--- src/rtl/entrada_pkg.sv ---
// Shared types and helpers for the keypad-entry / timebase block.
package entrada_pkg;

  typedef enum logic {IDLE, HELD} state_e;

  // Widest keypad the helper functions accept; narrower vectors are zero-extended.
  localparam int MAX_KEYS = 32;

  // Bits needed to hold values 0..value-1 (never less than 1).
  function automatic int clog2(input int value);
    int w;
    w = 1;
    for (int i = 1; i < 31; i++) begin
      if ((1 << i) < value) w = i + 1;
    end
    return w;
  endfunction

  function automatic logic is_onehot(input logic [MAX_KEYS-1:0] v);
    int n;
    n = 0;
    for (int i = 0; i < MAX_KEYS; i++) n += int'(v[i]);
    return (n == 1);
  endfunction

  function automatic logic [7:0] onehot_to_bin(input logic [MAX_KEYS-1:0] v);
    logic [7:0] r;
    r = '0;
    for (int i = 0; i < MAX_KEYS; i++) begin
      if (v[i]) r = r | 8'(i);
    end
    return r;
  endfunction

endpackage

--- src/rtl/key_debounce.sv ---
// Two-flop synchroniser followed by a candidate/stability counter debouncer.
module key_debounce
  import entrada_pkg::*;
#(
  parameter int WIDTH           = 10,
  parameter int DEBOUNCE_CYCLES = 4
) (
  input  logic             clk,
  input  logic             rst,
  input  logic [WIDTH-1:0] din,
  output logic [WIDTH-1:0] candidate,
  output logic             stable
);

  localparam int               CNT_W   = clog2(DEBOUNCE_CYCLES + 1);
  localparam logic [CNT_W-1:0] CNT_MAX = CNT_W'(DEBOUNCE_CYCLES);

  logic [WIDTH-1:0] s1_q, s1_d, s2_q, s2_d, cand_q, cand_d;
  logic [CNT_W-1:0] cnt_q, cnt_d;

  // NOTE: every signal gets a default before any branch so no latch is inferred.
  always_comb begin
    s1_d   = din;
    s2_d   = s1_q;
    cand_d = cand_q;
    cnt_d  = cnt_q;
    if (s2_q != cand_q) begin
      cand_d = s2_q;
      cnt_d  = '0;
    end else if (cnt_q != CNT_MAX) begin
      cnt_d = cnt_q + 1'b1;
    end
  end

  // NOTE: non-blocking assignments so every flop samples pre-edge values.
  always_ff @(posedge clk or posedge rst) begin
    if (rst) begin
      s1_q   <= '0;
      s2_q   <= '0;
      cand_q <= '0;
      cnt_q  <= '0;
    end else begin
      s1_q   <= s1_d;
      s2_q   <= s2_d;
      cand_q <= cand_d;
      cnt_q  <= cnt_d;
    end
  end

  assign candidate = cand_q;
  assign stable    = (cnt_q == CNT_MAX);

endmodule

--- src/rtl/entrada_clock_param.sv ---
// Keypad accept FSM with one-shot active-low load strobe, plus seconds-tick divider.
module entrada_clock_param
  import entrada_pkg::*;
#(
  parameter int N_KEYS          = 10,
  parameter int CODE_W          = 4,
  parameter int DEBOUNCE_CYCLES = 4,
  parameter int CLK_DIV         = 100,
  parameter int TICK_MODE       = 0
) (
  input  logic              clk,
  input  logic              rst,
  input  logic [N_KEYS-1:0] keyboard,
  input  logic              enablen,
  output logic [CODE_W-1:0] D,
  output logic              loadn,
  output logic              p_tick
);

  localparam int                TICK_W    = clog2(CLK_DIV);
  localparam logic [TICK_W-1:0] TICK_LAST = TICK_W'(CLK_DIV - 1);

  logic [N_KEYS-1:0]   cand;
  logic                stable;
  logic [MAX_KEYS-1:0] cand_ext;
  logic                key_any, key_onehot, key_multi;
  logic [CODE_W-1:0]   key_code;

  key_debounce #(
    .WIDTH          (N_KEYS),
    .DEBOUNCE_CYCLES(DEBOUNCE_CYCLES)
  ) u_debounce (
    .clk      (clk),
    .rst      (rst),
    .din      (keyboard),
    .candidate(cand),
    .stable   (stable)
  );

  always_comb begin
    cand_ext             = '0;
    cand_ext[N_KEYS-1:0] = cand;
    key_any              = |cand;
    key_onehot           = is_onehot(cand_ext);
    key_multi            = key_any && !key_onehot;
    key_code             = CODE_W'(onehot_to_bin(cand_ext));
  end

  state_e            state_q;
  logic [CODE_W-1:0] d_q;
  logic              loadn_q;

  // A chord parks in HELD without loading so it still needs a full release.
  always_ff @(posedge clk or posedge rst) begin
    if (rst) begin
      state_q <= IDLE;
      d_q     <= '0;
      loadn_q <= 1'b1;
    end else begin
      loadn_q <= 1'b1;
      case (state_q)
        IDLE: begin
          if (stable) begin
            if (key_multi) begin
              state_q <= HELD;
            end else if (key_onehot && !enablen) begin
              d_q     <= key_code;
              loadn_q <= 1'b0;
              state_q <= HELD;
            end
          end
        end
        HELD: begin
          if (stable && !key_any) state_q <= IDLE;
        end
        default: state_q <= IDLE;
      endcase
    end
  end

  logic [TICK_W-1:0] tick_cnt_q, tick_cnt_d;
  logic              p_tick_q, p_tick_d;
  logic              wrap;

  always_comb begin
    wrap       = (tick_cnt_q == TICK_LAST);
    tick_cnt_d = wrap ? '0 : tick_cnt_q + 1'b1;
    p_tick_d   = (TICK_MODE == 1) ? (p_tick_q ^ wrap) : wrap;
  end

  always_ff @(posedge clk or posedge rst) begin
    if (rst) begin
      tick_cnt_q <= '0;
      p_tick_q   <= 1'b0;
    end else begin
      tick_cnt_q <= tick_cnt_d;
      p_tick_q   <= p_tick_d;
    end
  end

  assign D      = d_q;
  assign loadn  = loadn_q;
  assign p_tick = p_tick_q;

endmodule

--- config.mk ---
export PLATFORM = sky130hd
export DESIGN_NAME = entrada_clock_param
export DESIGN_NICKNAME = d
export VERILOG_FILES = /design/src/rtl/entrada_pkg.sv /design/src/rtl/key_debounce.sv /design/src/rtl/entrada_clock_param.sv
export SDC_FILE = /design/constraint.sdc
export NUM_CORES = 1
export LEC_CHECK = 0
export BUFFER_PORTS_ARGS = -buffer_cell sky130_fd_sc_hd__buf_2
export CORE_ASPECT_RATIO = 1.5
export CORE_MARGIN = 5
export CORE_UTILIZATION = 51
export CTS_CLUSTER_DIAMETER = 40
export DETAILED_ROUTE_END_ITERATION = 8
export HOLD_SLACK_MARGIN = 0.03
export PLACE_DENSITY = 0.7
export SYNTH_ARGS = -nofsm -noshare
export SYNTH_HDL_FRONTEND = slang
export SYNTH_SLANG_ARGS = --single-unit
--- constraint.sdc ---
create_clock -name clk -period 3.9 [get_ports clk]
set_input_delay 0.585 -clock clk [delete_from_list [all_inputs] [get_ports clk]]
set_output_delay 0.585 -clock clk [all_outputs]
set_load 0.05 [all_outputs]
==> flow_summary.toml <==
[floorplanning]
die_area_um2 = 5090
pin_count = 19
floorplan.rows = 27
start_util_pct = 52.3
coreArea_um2 = 3650
die_h_um = 84.9
die-width_um = 60.0

[worst_hold_path]
min_path_type = "reg -> reg"
worstHoldPathCells = 0
min_to = "u_debounce.s2_q[5]"
min_from = "u_debounce.s1_q[5]"

[routing]
ant_nets = 0
wl_um = 2960
vias_per_cell = 5.01
first_pass_iters = 4
vias = 1072
drtIter0Drc = 29
drc = 0
wl_per_cell_um = 13.8

[worst_setup_path]
regToRegSetupSlack_ns = -0.02
critical_path_class = "reg -> reg"
required_ns = 4.09
reg2reg_depth = 12
r2r-start = "u_debounce.candidate[0]"
critPathMaxFanout = 6
critPathArrivalTime_ns = 4.11
endpoint_kind = "register"
start_kind = "register"
rr_endpoint = "D[3]"

[grt]
grt_use_total_pct = 14.0
grt.met1_usage_pct = 15.6
busiest_layer = "met2"
grt_pass1_vias = 1186
grt_max_degree = 48
grt.met3_usage_pct = 3.96
grt_util_met2_pct = 23.5
overflow = 0
grt_antenna_before_repair = 0
grt_first_pass_wirelength_um = 5260

[sta]
min_period_ns = 3.92
rsz0062_at_grt = "yes"
max_freq_mhz = 255
fin_worst_skew_ns = 0.00851
hold_slack_ns = 0.350
period_share_pct = 101
maxSlewViolCount = 0
final-hold-violation-count = 0
tightest_slew_ns = 0.559
setup_violations = 3
postLayoutSetupSlackWorst_ns = -0.0225
slew_headroom_pct = 62.7

[placed_design]
dp_slack_ns = -0.0488
gp_congestion = 0.892
dp_hpwl_um = 2270
numPortBuffers = 18
placed_area_um2 = 2060
place_inst = 206

[cts]
root_buffer = "clkbuf_8"
clkLatencyLatePin_ns = 0.29
numClockSinks = 47
htreeDepth = 2
cts_buffer_depth = 2
cts_tree = "done"
numCtsBuffers = 5
clk_pin_slew_worst_paths_ns = 0.08

[power]
ir_worst_vdd_v = 0.000316
total_leakage_power_nw = 1.03
powerDensity_nw_per_um2 = 415
p_total_mw = 0.891

[final_layout]
fin_cells = 214
layout.nets = 195
design_area_um2 = 2140
area_delta_synth_final_pct = 12.3
drive_above_1_share_pct = 24.0
antenna_cells = 0

[synth]
netlist.area_leader.share_pct = 60.3
ys_seq_area_share_pct = 61.7
synth_area_per_cell_um2 = 12.8
synth.largest_area_cell = "dfrtp_1"
netlist_top_cells_area = "dfrtp_1 (60%), fa_1 (6.3%), xor2_1 (4.1%)"
syn_nets = 174
ys_seq_elements = 47
synthCells = 149
netlist_area_um2 = 1910
synth.distinct_cells = 27
yosysWarnings = 0

[run]
maxCapViolCount = 0

[run_status]
status = "complete, but fails checks"
violations = "negative setup slack"
worst max-delay path by stage:
stage | cells past startpoint | from | slack, ns | endpoint
2_1_floorplan | 13 | u_debounce.candidate[0] | 0.04 | D[0]
3_3_place_gp | 12 | u_debounce.candidate[0] | 0.05 | D[0]
3_5_place_dp | 12 | u_debounce.candidate[0] | -0.05 | D[3]
4_1_cts | 12 | u_debounce.candidate[0] | -0.05 | D[3]
5_1_grt | 12 | u_debounce.candidate[0] | -0.16 | D[0]
6_report | 12 | u_debounce.candidate[0] | -0.02 | D[3]
report_power, final:
part / switching (mW) / total [mW] / internal (mW)
clock network: 0.143 / 0.269 / 0.126
registers: 0.0100 / 0.513 / 0.503
logic: 0.0593 / 0.109 / 0.0496
total: 0.213 / 0.891 / 0.678
cell usage after synthesis:
master / n
nor3b_1: 1
buf_6: 1
dfrtp_1: 46
xnor2_1: 6
a21oi_1: 4
or4b_2: 1
nand3_1: 7
fa_1: 6
nor3_1: 2
or4_4: 1
or3b_1: 1
o21ai_0: 1
and3_1: 1
clkbuf_1: 10
nand2_1: 6
xor2_1: 9
dfstp_2: 1
mux2i_1: 1
and4_1: 2
ha_1: 6
mux2_4: 3
and4bb_1: 1
nor2_1: 10
inv_1: 16
nand4_1: 2
nor4_1: 3
or2_2: 1
cell type report:
class / count / area [um^2]
inverter: 16 / 60.1
tap: 43 / 53.8
timing repair buffer: 25 / 143
clock buffer: 7 / 76.3
sequential: 47 / 1180
multi-input combinational: 75 / 629
clock inverter: 1 / 5.00
fill: 298 / 1500
per-layer routing:
metal  vias to the layer above  routed length [um]
met4                         0                  85
li1                        515                   -
met1                       521                1100
met3                         9                 144
met5                         -                   0
met2                        27                1640
sequential cells by signal (all words and copies together), names as in the netlist:
name	cells
loadn	1
tick_cnt_q	7
u_debounce.s2_q	10
p_tick	1
D	4
u_debounce.cnt_q	3
state_q	1
u_debounce.s1_q	10
u_debounce.candidate	10
cells by family (layout without fill, tap and decap cells):
kind of cell,Yosys count,in the layout,synth area share (%)
fa+ha+maj,12,12,10.2
compound gates,5,5,1.31
buf+inv,27,49,5.70
xor+xnor,15,15,6.88
flops,47,47,61.7
mux,4,4,2.88
simple gates,39,39,11.3
placed cells by master (no fill, tap or decap), types with 2 or more instances in the layout:
cell,n
a21oi_1,3
and4_1,2
buf_2,18
buf_4,7
clkbuf_1,2
clkbuf_8,5
dfrtp_1,46
fa_1,6
ha_1,5
inv_1,14
mux2_4,3
nand2_1,6
nand3_1,7
nand4_1,2
nor2_1,10
nor3_1,2
nor4_1,3
xnor2_1,6
xor2_1,9
critical path, stage by stage (launching register included):
cell,delay [ns]
dfrtp_1,0.40
fa_1,0.50
fa_1,0.52
inv_1,0.05
fa_1,0.42
inv_1,0.07
ha_2,0.18
inv_2,0.04
fa_1,0.49
and4bb_1,0.22
a21oi_2,0.07
or4_4,0.55
mux2_4,0.32
what timing repair did:
action | in CTS | in global routing
resized for setup | 3 | 0
hold buffers | 0 | 0
endpoints found under the setup margin | 3 | 4
setup buffers | 0 | 0
stage by stage:
step | utilization, % | TNS [ns]
floorplan | - | 0
global placement | 56.4 | 0
finish | 58.8 | -0.0624
CTS | 58.8 | -0.130
global route | 58.8 | -0.486
detailed placement | 56.4 | -0.141
Note: power is estimated with default switching activity, not from simulation.
